File: config.mk
export PLATFORM = sky130hd
export DESIGN_NAME = lsb_embed_ctrl
export DESIGN_NICKNAME = d
export VERILOG_FILES = /design/src/rtl/lsb_embed_ctrl.sv
export SDC_FILE = /design/constraint.sdc
export NUM_CORES = 1
export LEC_CHECK = 0
export CORE_AREA = 10 10 216 218
export CTS_BUF_LIST = sky130_fd_sc_hd__clkbuf_2
export DETAILED_ROUTE_END_ITERATION = 16
export DIE_AREA = 0 0 226 228
export SYNTH_ARGS = -nofsm -noshare
export SYNTH_HDL_FRONTEND = slang
export SYNTH_SLANG_ARGS = --single-unit
File: constraint.sdc
create_clock -name in_clk -period 2.1 [get_ports in_clk]
set_input_delay 0.315 -clock in_clk [delete_from_list [all_inputs] [get_ports in_clk]]
set_output_delay 0.315 -clock in_clk [all_outputs]
set_load 0.005 [all_outputs]
File: src/rtl/lsb_embed_ctrl.sv
// Job sequencer for the LSB bit changer: pairs one message chunk with each audio frame,
// launches the changer, waits for its ready edge and emits the resulting stego frame.
module lsb_embed_ctrl #(
  parameter int BPS        = 16,
  parameter int FRAME_SIZE = 8,
  parameter int LEN_W      = 16,
  parameter int TIMEOUT    = 15
) (
  input  logic                       in_clk,
  input  logic                       in_rst,
  input  logic                       in_start,
  input  logic [LEN_W-1:0]           in_msg_len,
  input  logic                       in_frame_valid,
  input  logic [FRAME_SIZE*BPS-1:0]  in_frame,
  output logic                       out_frame_ready,
  input  logic                       in_msg_valid,
  input  logic [FRAME_SIZE-1:0]      in_msg,
  output logic                       out_msg_ready,
  output logic                       out_bc_enable,
  output logic [FRAME_SIZE*BPS-1:0]  out_bc_frame,
  output logic [FRAME_SIZE-1:0]      out_bc_message,
  input  logic [FRAME_SIZE*BPS-1:0]  in_bc_frame,
  input  logic                       in_bc_ready,
  output logic                       out_frame_valid,
  output logic [FRAME_SIZE*BPS-1:0]  out_frame,
  output logic                       out_busy,
  output logic                       out_done,
  output logic                       out_error,
  output logic [LEN_W-1:0]           out_count
);

  localparam int FW = FRAME_SIZE * BPS;
  localparam int TW = $clog2(TIMEOUT + 1);

  typedef enum logic [2:0] {
    S_IDLE   = 3'd0,
    S_FETCH  = 3'd1,
    S_LAUNCH = 3'd2,
    S_WAIT   = 3'd3,
    S_EMIT   = 3'd4
  } state_t;

  state_t             state_r;
  logic [LEN_W-1:0]   len_r;
  logic [FW-1:0]      frame_r;
  logic [FRAME_SIZE-1:0] msg_r;
  logic               have_frame_r;
  logic               have_msg_r;
  logic               bc_ready_prev_r;
  logic [TW-1:0]      wait_cnt_r;

  logic frame_hs_s;
  logic msg_hs_s;
  logic got_frame_s;
  logic got_msg_s;
  logic bc_edge_s;

  assign frame_hs_s  = in_frame_valid & out_frame_ready;
  assign msg_hs_s    = in_msg_valid & out_msg_ready;
  assign got_frame_s = have_frame_r | frame_hs_s;
  assign got_msg_s   = have_msg_r | msg_hs_s;
  // Only a fresh rising edge counts, so a ready still high from the previous launch is ignored.
  assign bc_edge_s   = in_bc_ready & ~bc_ready_prev_r;

  // Held registers feed the changer directly and only change in FETCH.
  assign out_bc_frame   = frame_r;
  assign out_bc_message = msg_r;

  // Job sequencer state machine with registered outputs.
  always_ff @(posedge in_clk) begin
    if (in_rst) begin
      state_r         <= S_IDLE;
      len_r           <= '0;
      frame_r         <= '0;
      msg_r           <= '0;
      have_frame_r    <= 1'b0;
      have_msg_r      <= 1'b0;
      bc_ready_prev_r <= 1'b0;
      wait_cnt_r      <= '0;
      out_frame_ready <= 1'b0;
      out_msg_ready   <= 1'b0;
      out_bc_enable   <= 1'b0;
      out_frame_valid <= 1'b0;
      out_frame       <= '0;
      out_busy        <= 1'b0;
      out_done        <= 1'b0;
      out_error       <= 1'b0;
      out_count       <= '0;
    end else begin
      out_bc_enable   <= 1'b0;
      out_frame_valid <= 1'b0;
      out_done        <= 1'b0;
      bc_ready_prev_r <= in_bc_ready;
      case (state_r)
        S_IDLE: begin
          if (in_start) begin
            len_r     <= in_msg_len;
            out_count <= '0;
            out_error <= 1'b0;
            if (in_msg_len == '0) begin
              out_done <= 1'b1;
            end else begin
              state_r         <= S_FETCH;
              out_busy        <= 1'b1;
              out_frame_ready <= 1'b1;
              out_msg_ready   <= 1'b1;
              have_frame_r    <= 1'b0;
              have_msg_r      <= 1'b0;
            end
          end
        end
        S_FETCH: begin
          if (frame_hs_s) begin
            frame_r         <= in_frame;
            have_frame_r    <= 1'b1;
            out_frame_ready <= 1'b0;
          end
          if (msg_hs_s) begin
            msg_r         <= in_msg;
            have_msg_r    <= 1'b1;
            out_msg_ready <= 1'b0;
          end
          if (got_frame_s && got_msg_s) begin
            state_r       <= S_LAUNCH;
            out_bc_enable <= 1'b1;
          end
        end
        S_LAUNCH: begin
          state_r    <= S_WAIT;
          wait_cnt_r <= '0;
        end
        S_WAIT: begin
          if (bc_edge_s) begin
            out_frame       <= in_bc_frame;
            out_frame_valid <= 1'b1;
            out_count       <= out_count + LEN_W'(1);
            state_r         <= S_EMIT;
          end else if (wait_cnt_r == TW'(TIMEOUT)) begin
            out_error <= 1'b1;
            out_busy  <= 1'b0;
            state_r   <= S_IDLE;
          end else begin
            wait_cnt_r <= wait_cnt_r + TW'(1);
          end
        end
        S_EMIT: begin
          if (out_count == len_r) begin
            out_done <= 1'b1;
            out_busy <= 1'b0;
            state_r  <= S_IDLE;
          end else begin
            state_r         <= S_FETCH;
            out_frame_ready <= 1'b1;
            out_msg_ready   <= 1'b1;
            have_frame_r    <= 1'b0;
            have_msg_r      <= 1'b0;
          end
        end
        default: begin
          state_r         <= S_IDLE;
          out_busy        <= 1'b0;
          out_frame_ready <= 1'b0;
          out_msg_ready   <= 1'b0;
        end
      endcase
    end
  end

endmodule

# --- Word-level counts from Yosys, hierarchy flattened ---
# Index checks and enable logic that the tools add are counted.
word_totals:
  ff_bits: 313
  input_bits: 286
  output_inout_bits: 287
  word_cells: 111
op_classes:
  add_sub_neg: 2
  eq_ne: 18
  muxes: 41
  bitwise: 10
  reduce_logical: 23
op_table:
  columns: ["cell", "n"]
  rows:
  - ["16-bit 2-to-1 mux", 2]
  - ["16-bit one-hot mux with 2 select lines", 1]
  - ["1-bit 2-to-1 mux", 22]
  - ["2-bit inequality test, second input constant", 11]
  - ["5-bit AND reduction", 4]
  - ["16-bit by 1-bit adder with 16-bit output, second input constant", 1]
  - ["16-bit == test", 1]
  - ["16-bit logical NOT", 1]
  - ["3-bit 2-to-1 mux", 5]
  - ["3-bit one-hot mux with 5 select lines", 1]
  - ["1-bit one-hot mux with 4 select lines", 3]
  - ["4-bit 2-to-1 mux", 2]
  - ["4-bit one-hot mux with 2 select lines", 1]
  - ["2-bit AND reduction", 4]
  - ["4-bit AND reduction", 2]
  - ["2-bit OR reduction", 4]
  - ["3-bit by 2-bit == test with 1-bit output, second input constant", 2]
  - ["1-bit one-hot mux with 3 select lines", 2]
  - ["3-bit AND reduction", 2]
  - ["6-bit AND reduction", 1]
  - ["1-bit inverter", 5]
  - ["4-bit by 1-bit adder with 4-bit output, second input constant", 1]
  - ["4-bit == test, second input constant", 1]
  - ["1-bit one-hot mux with 2 select lines", 2]
  - ["other kinds (9)", 13]

# --- Depth between registers and ports, before layout ---
# Gate-level depths: netlist of the first run.
logic_depth:
  word_depth: 5
  depth_mapped: 8
  depth_no_buf: 6

# --- Worst setup path before layout of the first run ---
# OpenSTA, ideal clock, no wires.
synth_path:
  kind: "register to register"
  start: "register state_r[0]"
  end: "register out_count[13]"
  setup_ns: 0.116
  arrival_ns: 1.686
  required_time_ns: 1.984
  setup_slack_ns: 0.298
  path_stages_with_launch: 7
  n_path_buf: 1
  period_less_slack_ns: 1.802
  path_cell_list: "dfxtp_1 buf_6 nor4b_4 a21oi_2 nor4_4 a31oi_1 a41o_1"
synth_between:
  elab_chain_cells: 3
  word_cells_on_any_way: 7
  classes_between: "eq/ne: 3; mux: 1; reduce/logical: 3"
synth_lines:
  columns: ["element", "line_no", "text"]
  rows:
  - ["start: declaration", "43", "state_t state_r;"]
  - ["start signal: assignment", "72", "state_r <= S_IDLE;"]
  - ["start signal: assignment", "103", "state_r <= S_FETCH;"]
  - ["start signal: assignment", "124", "state_r <= S_LAUNCH;"]
  - ["3-bit by 2-bit == test with 1-bit output or 3-bit logical NOT (tied branches)", "94", "case (state_r)"]
  - ["2-bit inequality test (no line) or 2-bit nonzero test (tied branches)", null, null]
  - ["3-bit AND reduction (no line)", null, null]
  - ["end signal: assignment", "136", "out_count <= out_count + LEN_W'(1);"]
  - ["end: declaration", "29", "output logic [LEN_W-1:0] out_count"]
# Several ways; a longest one is shown, not always the timed one.
# A chain may end at the register's enable or synchronous reset.

# --- Worst setup path after layout of the first run ---
layout_path:
  start: "input in_msg_len[11]"
  end: "register have_msg_r"
layout_between:
  elab_chain_cells: 3
layout_lines:
  columns: ["element", "line_no", "text"]
  rows:
  - ["start: declaration", "12", "input logic [LEN_W-1:0] in_msg_len,"]
  - ["16-bit logical NOT", "100", "if (in_msg_len == '0) begin"]
  - ["2-bit inequality test (no line)", null, null]
  - ["5-bit AND reduction (no line)", null, null]
  - ["end signal: assignment", "108", "have_msg_r <= 1'b0;"]
  - ["end signal: assignment", "120", "have_msg_r <= 1'b1;"]
  - ["end signal: assignment", "156", "have_msg_r <= 1'b0;"]
  - ["end: declaration", "48", "logic have_msg_r;"]
# No other way between the ends.

==> results of run 1 <==
-- layout by cell type, fill, tap and decap left out, drive strengths merged, types with 2 or more instances in the layout --
cell type,instances
mux2i,9
xnor2,9
clkdlybuf4s15,101
nor4,13
nand3b,2
buf,92
or3,3
nand3,11
a41o,2
inv,5
a21oi,286
and3,4
o21ai,6
diode,6
clkbuf,194
nand2,557
xor2,17
a31oi,4
dlygate4sd2,119
a31o,2
clkdlybuf4s50,284
dfxtp,313
clkinv,13
dlygate4sd3,283
ha,2
nor3b,2
nor2,36
nor2b,5
nand4,5
nor3,3
-- routing by layer --
layer / GRT usage (%) / vias to the layer above / wire length, um
met5: 0 / - / 0
met4: 10.0 / 0 / 2320
met3: 7.56 / 145 / 4490
met2: 32.7 / 521 / 25700
met1: 21.1 / 6153 / 19500
li1: - / 6505 / -
-- state kept, by name, summed over array words and instances, names as in the netlist --
register,cells
out_bc_enable,1
out_frame,128
out_bc_frame,128
out_msg_ready,1
out_bc_message,8
have_frame_r,1
wait_cnt_r,4
out_error,1
out_done,1
out_frame_ready,1
state_r,3
have_msg_r,1
out_busy,1
bc_ready_prev_r,1
out_frame_valid,1
out_count,16
len_r,16
-- kinds of logic (layout without fill, tap and decap cells) --
| family | after synthesis | in the layout | synth area share [%] |
|---|---|---|---|
| AOI/OAI and AO/OA | 312 | 312 | 14.4 |
| buffers and inverters | 104 | 1092 | 3.81 |
| DFF | 313 | 313 | 55.4 |
| xor gates and xnor gates | 26 | 26 | 2.01 |
| and+or+nand+nor | 647 | 647 | 23.4 |
| other | 0 | 6 | 0 |
| adders and majority gates | 2 | 2 | 0.221 |
| muxes | 9 | 9 | 0.797 |
-- final cells by class --
| class | count | area (um^2) | area share, % |
|---|---|---|---|
| multi-input combinational | 996 | 4640 | 21.7 |
| sequential | 313 | 6400 | 29.9 |
| clock buffer | 139 | 696 | 3.25 |
| tap | 546 | 683 | 3.20 |
| clock inverter | 16 | 88.8 | 0.415 |
| antenna | 6 | 15.0 | 0.0702 |
| inverter | 3 | 11.3 | 0.0527 |
| timing repair buffer | 934 | 8850 | 41.4 |
-- path summary, 6_finish.rpt --
check                              startpoint                     endpoint  slack, ns  cells past startpoint
hold reg to reg   out_frame[124]$_SDFFE_PP0P_  out_frame[124]$_SDFFE_PP0P_       0.45                      2
setup reg to reg    out_count[6]$_SDFFE_PP0P_      have_msg_r$_SDFFE_PP0P_       0.16                      7
hold / removal                 in_frame_valid     out_bc_enable$_SDFF_PP0_       0.20                      5
setup / recovery               in_msg_len[11]      have_msg_r$_SDFFE_PP0P_       0.15                      8
-- stage by stage --
stage	worst slack (ns)	hold WS [ns]	instances	setup TNS (ns)	util, %
detailed placement	-0.242	0.446	2492	-0.752	42.2
global route	-0.0472	0.0472	2953	-4.32	50.3
finish	0.147	0.204	2953	0	50.3
global placement	-0.264	0.441	2492	-0.942	42.2
CTS	0.0000128	0.0278	2945	0	50.6
floorplan	0.298	0.443	1413	0	-
-- report_power, final --
part / switching (mW) / internal, mW / total [mW]
Combinational: 0.538 / 1.01 / 1.55
Clock: 2.62 / 1.84 / 4.47
Sequential: 0.0485 / 6.00 / 6.05
Total: 3.21 / 8.85 / 12.1
-- worst max-delay path: stages --
cell and delay, ns:
sky130_fd_sc_hd__dlygate4sd3_1 0.53, sky130_fd_sc_hd__clkdlybuf4s50_1 0.47, sky130_fd_sc_hd__nor4_1 0.53, sky130_fd_sc_hd__buf_4 0.21, sky130_fd_sc_hd__nand4_1 0.14, sky130_fd_sc_hd__o21ai_0 0.19, sky130_fd_sc_hd__o21ba_2 0.18, sky130_fd_sc_hd__o311a_1 0.28
-- repair_timing --
item                       in CTS  in global routing
hold buffers                  283                  0
setup buffers                  16                  3
pin swaps                       0                  2
resized for setup             463                183
setup endpoints to repair     287                152
hold endpoints to repair      307                  0
gates cloned                    0                  0
==> flow_summary.toml, run 1 <==
[run_status]
status = "completed"

[clock_tree]
clock_latency_ns = 1.00
clk_pin_slew_ns = 0.09
cts-root-buf = "sky130_fd_sc_hd__clkbuf_2"
cts_htree_levels = 3
cts_tree = "yes"
ctsLongestPathBuffers = 3
cts_inserted_buffers = 87
clock-sinks = 313

[grt]
grt_pass1_vias = 13800
largest_net_degree_at_the_start_of_global_routing = 140
grt.total_usage_pct = 19.6
globalRouteOverflowTotal = 0
antenna_found_initial = 2
grt_pass1_wl_um = 79500

[synth]
synthesis.area_mm2 = 0.0113
yosysWarnings = 0
synthTopCellsByArea = "sky130_fd_sc_hd__dfxtp_1 55%, sky130_fd_sc_hd__nand2_1 18%, sky130_fd_sc_hd__a21oi_1 13%, sky130_fd_sc_hd__clkbuf_1 2.4%, sky130_fd_sc_hd__xor2_1 1.3%"
synthDominantCellAreaShare_pct = 55.4
synth-async-reset-ratio_pct = 0
synth_fp_nets = 1701
post_synth_num_cell_types = 48
yosysTopAreaCell = "sky130_fd_sc_hd__dfxtp_1"
post_syn_area_per_cell_um2 = 8.00
synth.ff_latch_count = 313
yosysSeqAreaShare_pct = 55.4
synth.most_common_cell = "sky130_fd_sc_hd__nand2_1"
synth_top_cells_by_count = "557 x sky130_fd_sc_hd__nand2_1, 313 x sky130_fd_sc_hd__dfxtp_1, 285 x sky130_fd_sc_hd__a21oi_1"
synth_edf_count = 0
syn-instance-count = 1413
commonest_register_cell_after_synthesis = "sky130_fd_sc_hd__dfxtp_1"

[route]
drt_iter0_drc = 683
drt-wirelength-per-cell_um = 17.6
postRouteWirelength_um = 52000
route.antenna.remaining_nets = 0
drt_drc_violations_left = 0
detailroute.via_count = 13300
drt_first_pass_iters = 7
drt-vias-per-instance = 4.51

[setup_path]
timing.critical_path.from_type = "input port"
worst-path-max-fanout = 4
setup.worst_path.class = "input port to register"
critical_path.endpoint_type = "register"
required_time_at_the_endpoint_of_the_critical_path_ns = 2.99
worst-endpoint-arrival_ns = 2.84

[die]
fp.coreArea_mm2 = 0.0425
ioPinCount = 573
floorplan.initialDensity_pct = 26.6
placementRows = 76
die_h_um = 228
fp.dieArea_mm2 = 0.0515
die_x_um = 226

[power_and_ir_drop]
power.density_mw_per_mm2 = 564
post-layout-total-power_mw = 12.1
p_leak_nw = 8.80
worst_ir_drop_vdd_v = 0.000425

[place]
io_buffers = 572
gpl.final_weighted_congestion = 0.891
dp_hpwl_um = 35700
placement.cell_area_mm2 = 0.0179

[sta]
fmax_ghz = 0.512
worst_slew_pin_slew_ns = 0.657
layout_min_cycle_time_ns = 1.95
finalSetupViolations = 0
maxSlewViolCount = 0
finalClockSkew_ns = 0.0476
timing.slew.headroom_pct = 56.2
finalHoldViolations = 0
finalCritPeriodShare_pct = 93.0

[cells_and_area]
drive_gt1_share_pct = 16.9
fillerInstances = 3931
layout.cell_area.non_filler_mm2 = 0.0214
syn_to_final_growth_pct = 89.1
nets = 2623

[min_path]
min_delay_path_class = "input port to register"

[run]
max-cap-violations = 0
(Power assumes the default switching activity.)
==> run 2: changes to the inputs <==
- CORE_AREA: 10 10 216 218 -> 10 10 215 217
- DIE_AREA: 0 0 226 228 -> 0 0 225 227
- clock period: 2.1 -> 2.32 ns (I/O delays scaled with it)
==> flow_summary.toml, run 2 (synthesis gave the netlist of run 1 again) <==
[place]
dp_hpwl_um = 35700
placement.cell_area_mm2 = 0.0178
io_buffers = 572
pre_cts_slack_ns = -0.0714
gpl.final_weighted_congestion = 0.841
place_inst = 2473

[setup_path]
path_delay_family = "buffers and inverters"
worstPathBufferInverterCount = 1
critical_path.cell_chain = "clkdlybuf4s50_1"
timing.critical_path.from_type = "register"
critical_path.endpoint_type = "output pin"
crit_slowest_cell = "sky130_fd_sc_hd__clkdlybuf4s50_1"
required_time_at_the_endpoint_of_the_critical_path_ns = 1.97
worst-path-max-fanout = 2
worst_path_largest_cell_delay_ns = 0.50
worst-endpoint-arrival_ns = 1.78
setup.worst_path.class = "register to output pin"

[power_and_ir_drop]
p_leak_nw = 9.20
pwr-share-comb_pct = 13.2
worst_ir_drop_vdd_v = 0.000359
switching_share_pct = 26.6
power.density_mw_per_mm2 = 498
power_frac_seq_pct = 52.0
cellInternalPower_mw = 7.72
power.switching_mw = 2.80
clock_power_share_pct = 34.9

[cells_and_area]
most-common-layout-cells = "556 x sky130_fd_sc_hd__nand2_1, 285 x sky130_fd_sc_hd__a21oi_1, 285 x sky130_fd_sc_hd__clkdlybuf4s50_1, 284 x sky130_fd_sc_hd__dlygate4sd2_1, 282 x sky130_fd_sc_hd__dlygate4sd3_1"
final_core_util_pct = 50.6
most_common_cell_after_layout_fill_and_taps_aside = "sky130_fd_sc_hd__nand2_1"
drive_gt1_share_pct = 9.78
nets = 2598
syn_to_final_growth_pct = 86.7
fillerInstances = 3917
layout.cell_area.non_filler_mm2 = 0.0211
post_layout_nonfiller_instances = 2907

[die]
fp.dieArea_mm2 = 0.0511
ioPinCount = 573
fp.coreArea_mm2 = 0.0418
die_x_um = 225
placementRows = 75
die_h_um = 227
floorplan.initialDensity_pct = 27.1

[sta]
finalClockSkew_ns = 0.0603
timing.slew.headroom_pct = 65.1
postLayoutSetupSlackWorst_ns = 0.197
fmax_ghz = 0.471
finalSetupViolations = 0
finalCritPeriodShare_pct = 91.5
fin_worst_hold_slack_ns = 0.224
finalHoldViolations = 0
maxSlewViolCount = 0
layout_min_cycle_time_ns = 2.12
worst_slew_pin_slew_ns = 0.521

[grt]
antenna_found_initial = 5
globalRouteOverflowTotal = 0
grt.total_usage_pct = 19.1
grt_pass1_wl_um = 76800
largest_net_degree_at_the_start_of_global_routing = 95
grt_pass1_vias = 13700

[clock_tree]
clk_pin_slew_ns = 0.09
cts_htree_levels = 3
cts_inserted_buffers = 86
cts_tree = "yes"
clock_latency_ns = 0.99
ctsLongestPathBuffers = 3
cts-root-buf = "sky130_fd_sc_hd__clkbuf_2"
clock-sinks = 313

[route]
drt_first_pass_iters = 5
drt-vias-per-instance = 4.53
postRouteWirelength_um = 51400
drt-wirelength-per-cell_um = 17.7
drt_drc_violations_left = 0
drt_iter0_drc = 620
detailroute.via_count = 13200
route.antenna.remaining_nets = 0

[run]
max-cap-violations = 0

[run_status]
status = "completed"

[min_path]
min_delay_path_class = "input port to register"
run 2: routing by layer:
layer | GRT usage [%] | vias up | share of wire (%)
met5 | 0 | - | 0.025
met3 | 7.84 | 120 | 8.2
li1 | - | 6451 | -
met4 | 9.48 | 2 | 4.2
met1 | 19.6 | 6102 | 37
met2 | 33.4 | 499 | 51
run 2: power by group through the flow:
| stage | registers [mW] | logic [mW] | clock network [mW] |
|---|---|---|---|
| after floorplan | 5.61 | 0.265 | 0 |
| after global placement | 5.61 | 0.988 | 0 |
| after detailed placement | 5.61 | 0.994 | 0 |
| after CTS | 5.47 | 1.38 | 3.85 |
| after global routing | 5.48 | 1.48 | 4.15 |
| final | 5.47 | 1.39 | 3.67 |
run 2: final timing paths:
| kind | endpoint | slack [ns] | cells past startpoint | start |
|---|---|---|---|---|
| max | out_bc_frame[17] | 0.20 | 1 | out_bc_frame[17]$_SDFFE_PP0P_ |
| min | out_msg_ready$_SDFFE_PP0P_ | 0.22 | 4 | in_msg_valid |
| max reg2reg | have_msg_r$_SDFFE_PP0P_ | 0.39 | 6 | out_count[2]$_SDFFE_PP0P_ |
| min reg2reg | out_frame[52]$_SDFFE_PP0P_ | 0.45 | 2 | out_frame[52]$_SDFFE_PP0P_ |
run 2: layout make-up:
class | count | area (um^2) | share of cell area (%)
Timing Repair Buffer | 910 | 8760 | 41.5
Clock inverter | 17 | 67.6 | 0.320
Inverter | 3 | 11.3 | 0.0533
Tap cell | 539 | 674 | 3.19
Multi-Input combinational cell | 996 | 4640 | 22.0
Clock buffer | 123 | 616 | 2.91
Antenna cell | 6 | 15.0 | 0.0711
Sequential cell | 313 | 6340 | 30.0
run 2: what timing repair did:
| item | CTS | global route |
|---|---|---|
| setup endpoints to repair | 286 | 2 |
| setup buffers | 6 | 0 |
| hold endpoints to repair | 299 | 0 |
| hold buffers | 282 | 0 |
| resized for setup | 328 | 2 |
run 2: metrics by stage:
stage | setup TNS (ns) | power [mW]
finish | 0 | 10.5
global route | -0.0270 | 11.1
CTS | 0 | 10.7
detailed placement | -0.0812 | 6.60
global placement | -0.326 | 6.59
floorplan | 0 | 5.87
==> run 3: changes to the inputs <==
- CAP_MARGIN: not set -> 5
==> results of run 3 <==
The final DEF is identical to that of run 2; final timing and power are the same.
==> patch 1, RTL diff (settings of run 1) <==
The 5 states of `state_t` get a one-hot encoding in 5 bits.
--- a/src/rtl/lsb_embed_ctrl.sv
+++ b/src/rtl/lsb_embed_ctrl.sv
@@ -34,8 +34,8 @@
 
-  typedef enum logic [2:0] {
-    S_IDLE   = 3'd0,
-    S_FETCH  = 3'd1,
-    S_LAUNCH = 3'd2,
-    S_WAIT   = 3'd3,
-    S_EMIT   = 3'd4
+  typedef enum logic [4:0] {
+    S_IDLE   = 5'b00001,
+    S_FETCH  = 5'b00010,
+    S_LAUNCH = 5'b00100,
+    S_WAIT   = 5'b01000,
+    S_EMIT   = 5'b10000
   } state_t;
Check against the original RTL: same outputs for any inputs over 4 cycles, from zero or initial values and one cycle with in_rst high; so few cycles prove little.
==> patch 1 against run 1 <==
Maximum frequency fell by 0.44%; utilization rose by 0.32 points; combinational power rose by 35%; setup slack got worse by 0.0087 ns; cell count barely moved; final area rose by 0.64%; global-route usage rose by 0.61 points; sequential cell count rose by 2; area after synthesis rose by 1.6%; total power rose by 5.5%; wire length rose by 3.8%.
==> patch 1: results (changes against run 1) <==
Post-Place Cells=2509 (was 2492); hold path start=in_rst (was in_frame_valid); Total GRT Usage=20.2% (was 19.6%); Post-synth top cells=nand2_1, dfxtp_1, a21oi_1 (unchanged); Inverters=2 (was 3); Post-Syn Area=0.0115 mm^2 (was 0.0113 mm^2); WP data arrival=2.82 ns (was 2.84 ns); Final #Nets=2636 (was 2623); Synth cell types=41 (was 48); average wire per standard cell=18.3 um (was 17.6 um); slowest library cell on the worst path=or3b_4 (was dlygate4sd3_1); Signal buffers=922 (was 934); signal buffers share of area=41.7% (was 41.4%); sw frac=28.2% (was 26.6%); Power Clock=4.40 mW (was 4.47 mW); DRT iter0 DRCs=680 (was 683); Met3 Wirelength=5280 um (was 4490 um); final instance count without filler cells=2952 (was 2953); antenna cells=3 (was 6); clock network share of area=3.49% (was 3.67%); P_leak=8.66 nW (was 8.80 nW); multi-input gates=1021 (was 996); ratio of cells with drive above 1 in the final layout=14.7% (was 16.9%); VDD IR-drop max=0.000381 V (was 0.000425 V); pin count of the biggest net entering global routing=128 (was 140); Mapped Cells=1434 (was 1413); M1 WL=20200 um (was 19500 um); clock buf count=122 (was 139); Layout Skew=0.0740 ns (was 0.0476 ns); area of the multi-input gates=0.00473 mm^2 (was 0.00464 mm^2); cts bufs inserted=86 (was 87); delay-heaviest family, CP=simple AND/OR/NAND/NOR gates (was buffers and inverters); Top Layer Used=met5 (was met4); FILL cells=3877 (was 3931); crit-path max cell delay=0.44 ns (was 0.53 ns); CP Launch Point=state_r[2] (was in_msg_len[11]); result of the run=finished, final reports clean (unchanged); Int Pwr=9.13 mW (was 8.85 mW); Pre-antenna DRT Iters=5 (was 7); ranking of synthesized cells by area=dfxtp_1, nand2_1, a21oi_1 (unchanged); maximum fanout along the worst path=46 (was 4); Slew @ Worst Pin=0.677 ns (was 0.657 ns); Seq/Total Area, Yosys=54.9% (was 55.4%); sequential power=6.22 mW (was 6.05 mW)
==> patch 1: changes by cell type in the layout (fill, tap and decap cells not counted), sizes merged, moves of 4 or more <==
cell           change
mux2i              -9
buf                +9
clkbuf            -71
clkdlybuf4s15      +5
and3               +4
nor4               -6
a21oi             +10
nand2             +23
dlygate4sd2       +28
xnor2             +10
==> patch 1: per-stage QoR <==
step                TNS, ns  hold WS [ns]  utilization, %
floorplan                 0         0.442               -
global placement     -0.490         0.441            42.4
detailed placement   -0.631         0.446            42.4
CTS                 -0.0662        0.0999            50.6
global route              0         0.204            50.6
finish                    0         0.327            50.6
==> patch 1: routing by layer <==
layer  up-vias  GRT usage [%]
li1       6526              -
met1      6156           21.3
met2       580           34.1
met3       112           7.56
met4         2           11.2
met5         -              0
==> patch 1: cells by family after synthesis <==
family                     Yosys count  share of synthesized area (%)
and+or+nand+nor                    670                           23.5
buffers and inverters               98                           4.32
AOI/OAI and AO/OA                  316                           14.6
xor gates and xnor gates            33                           2.52
adders and majority gates            2                          0.218
DFF                                315                           54.9
==> patch 1: worst min-delay path, cell delays in order <==
cell and delay, ns:
dlygate4sd3_1 0.57, buf_8 0.22, a21oi_1 0.14
==> patch 1: worst paths after layout <==
check / end / slack (ns) / depth (start not counted)
worst min-delay path: out_bc_frame[115] / 0.33 / 3
worst max register to register: out_bc_frame[2] / 0.14 / 6
worst min register to register: out_frame[35] / 0.45 / 2
worst max-delay path: out_bc_frame[2] / 0.14 / 6
==> patch 1: what timing repair did <==
item / in CTS / in global routing
buffers inserted: 15 / 1
setup endpoints to repair: 287 / 64
hold buffers: 283 / 0
endpoints found under the hold margin: 314 / 0
resized for setup: 589 / 6
==> patch 2, RTL diff (settings of run 1) <==
Made on the original files. `TIMEOUT`: 15 -> 16.
--- a/src/rtl/lsb_embed_ctrl.sv
+++ b/src/rtl/lsb_embed_ctrl.sv
@@ -6,3 +6,3 @@
   parameter int LEN_W      = 16,
-  parameter int TIMEOUT    = 15
+  parameter int TIMEOUT    = 16
 ) (
Check against the original RTL: same outputs for any inputs over 4 cycles, from zero or initial values and one cycle with in_rst high; that may be too few to reach the edited logic, so the function may still have changed.
==> patch 2 against run 1 <==
Register-to-register slack worse by 0.06 ns; worst hold slack better by 0.013 ns; synthesized cell count is 0.64% higher; final area is 0.61% higher; wire length is 0.32% higher; maximum frequency is 2.3% lower; total power is 0.55% lower; area after synthesis stayed put; clock power is 3% lower; global-route usage is 0.14 points higher; utilization is 0.31 points higher; sequential cell count is 1 higher; die area stayed put; setup slack worse by 0.046 ns.
==> patch 2: results (changes against run 1) <==
FF-to-FF End=out_frame[31] (was have_msg_r); antenna violations before repair=6 (was 2); result of the run=finished, final reports clean (unchanged); Seq/Total Area, Yosys=55.6% (was 55.4%); cts bufs inserted=88 (was 87); Syn Area/Cell=7.95 um^2 (was 8.00 um^2); Worst Hold Depth=4 (was 5); Top Layer Used=met5 (was met4); Post-CTS Resized=827 (was 463); Post-Place Cells=2486 (was 2492); CP Launch Point=state_r[0] (was in_msg_len[11]); Slew @ Worst Pin=0.688 ns (was 0.657 ns); Synth Area in Adders=0.332% (was 0.221%); Detail Route met2 WL=26000 um (was 25700 um); first-pass GRT wire length=79700 um (was 79500 um); maximum fanout along the worst path=42 (was 4); Final #Nets=2626 (was 2623); Post-DP HPWL=35800 um (was 35700 um); Synth cell types=45 (was 48); VDD IR-drop max=0.000471 V (was 0.000425 V); Met3 Wirelength=3650 um (was 4490 um); clock share of power=36.1% (was 37.0%); clk slew on worst S/H paths=0.11 ns (was 0.09 ns); vias per inst=4.48 (was 4.51); minimum clock period=2.00 ns (was 1.95 ns); ranking of synthesized cells by area=dfxtp_1, nand2_1, a21oi_1 (unchanged); average wire per standard cell=17.7 um (was 17.6 um); Layout Skew=0.0409 ns (was 0.0476 ns); pin count of the biggest net entering global routing=108 (was 140); vias after detailed routing=13200 (was 13300); syn_nets=1711 (was 1701); Switch Pwr=3.24 mW (was 3.21 mW); Pre-antenna DRT Iters=5 (was 7); Total GRT Usage=19.7% (was 19.6%); WP data arrival=2.91 ns (was 2.84 ns); ratio of cells with drive above 1 in the final layout=20.1% (was 16.9%); Placed Area=0.0179 mm^2 (about the same); r2r setup slk=0.10 ns (was 0.16 ns); vias in the first global route=13700 (was 13800); grt met2 use=33.2% (was 32.7%); part of the power in registers=50.6% (was 50.1%); FILL cells=4000 (was 3931); routability cong.=0.874 (was 0.891); Hold WS=0.217 ns (was 0.204 ns); met3 usage=6.30% (was 7.56%); crit-path max cell delay=0.55 ns (was 0.53 ns); Synth Area in XOR/XNOR=1.70% (was 2.01%); DRT iter0 DRCs=624 (was 683); P_leak=8.62 nW (was 8.80 nW); postcts setup bufs=21 (was 16); CTS hold repair buffers=286 (was 283); sequential power=6.07 mW (was 6.05 mW); Setup CP Type=reg2reg (was in2reg)
patch 2: cell types whose count changed after synthesis, sizes merged, moves of 4 or more:
cell           run 1  this run
o211ai             1         5
inv                3         7
nor3               3         7
nor4              13         9
or4                0         6
xor2              17        21
o21ai              6        12
nand3             11         6
xnor2              9         1
patch 2: cell type report:
class	instances	area, um^2	share of cell area [%]
Antenna cell	5	12.5	0.0582
Clock buffer	136	681	3.16
Clock inverter	20	77.6	0.361
Inverter	7	26.3	0.122
Multi-Input combinational cell	1000	4610	21.4
Sequential cell	314	6480	30.1
Tap cell	546	683	3.18
Timing Repair Buffer	926	8940	41.5
patch 2: logic make-up after synthesis:
| kind of cell | after synthesis |
|---|---|
| AND/OR/NAND/NOR | 648 |
| AO/OA/AOI/OAI | 318 |
| flip-flops | 314 |
| buffers and inverters | 108 |
| XOR/XNOR | 22 |
| multiplexers | 9 |
| adder cells (fa/ha/maj) | 3 |
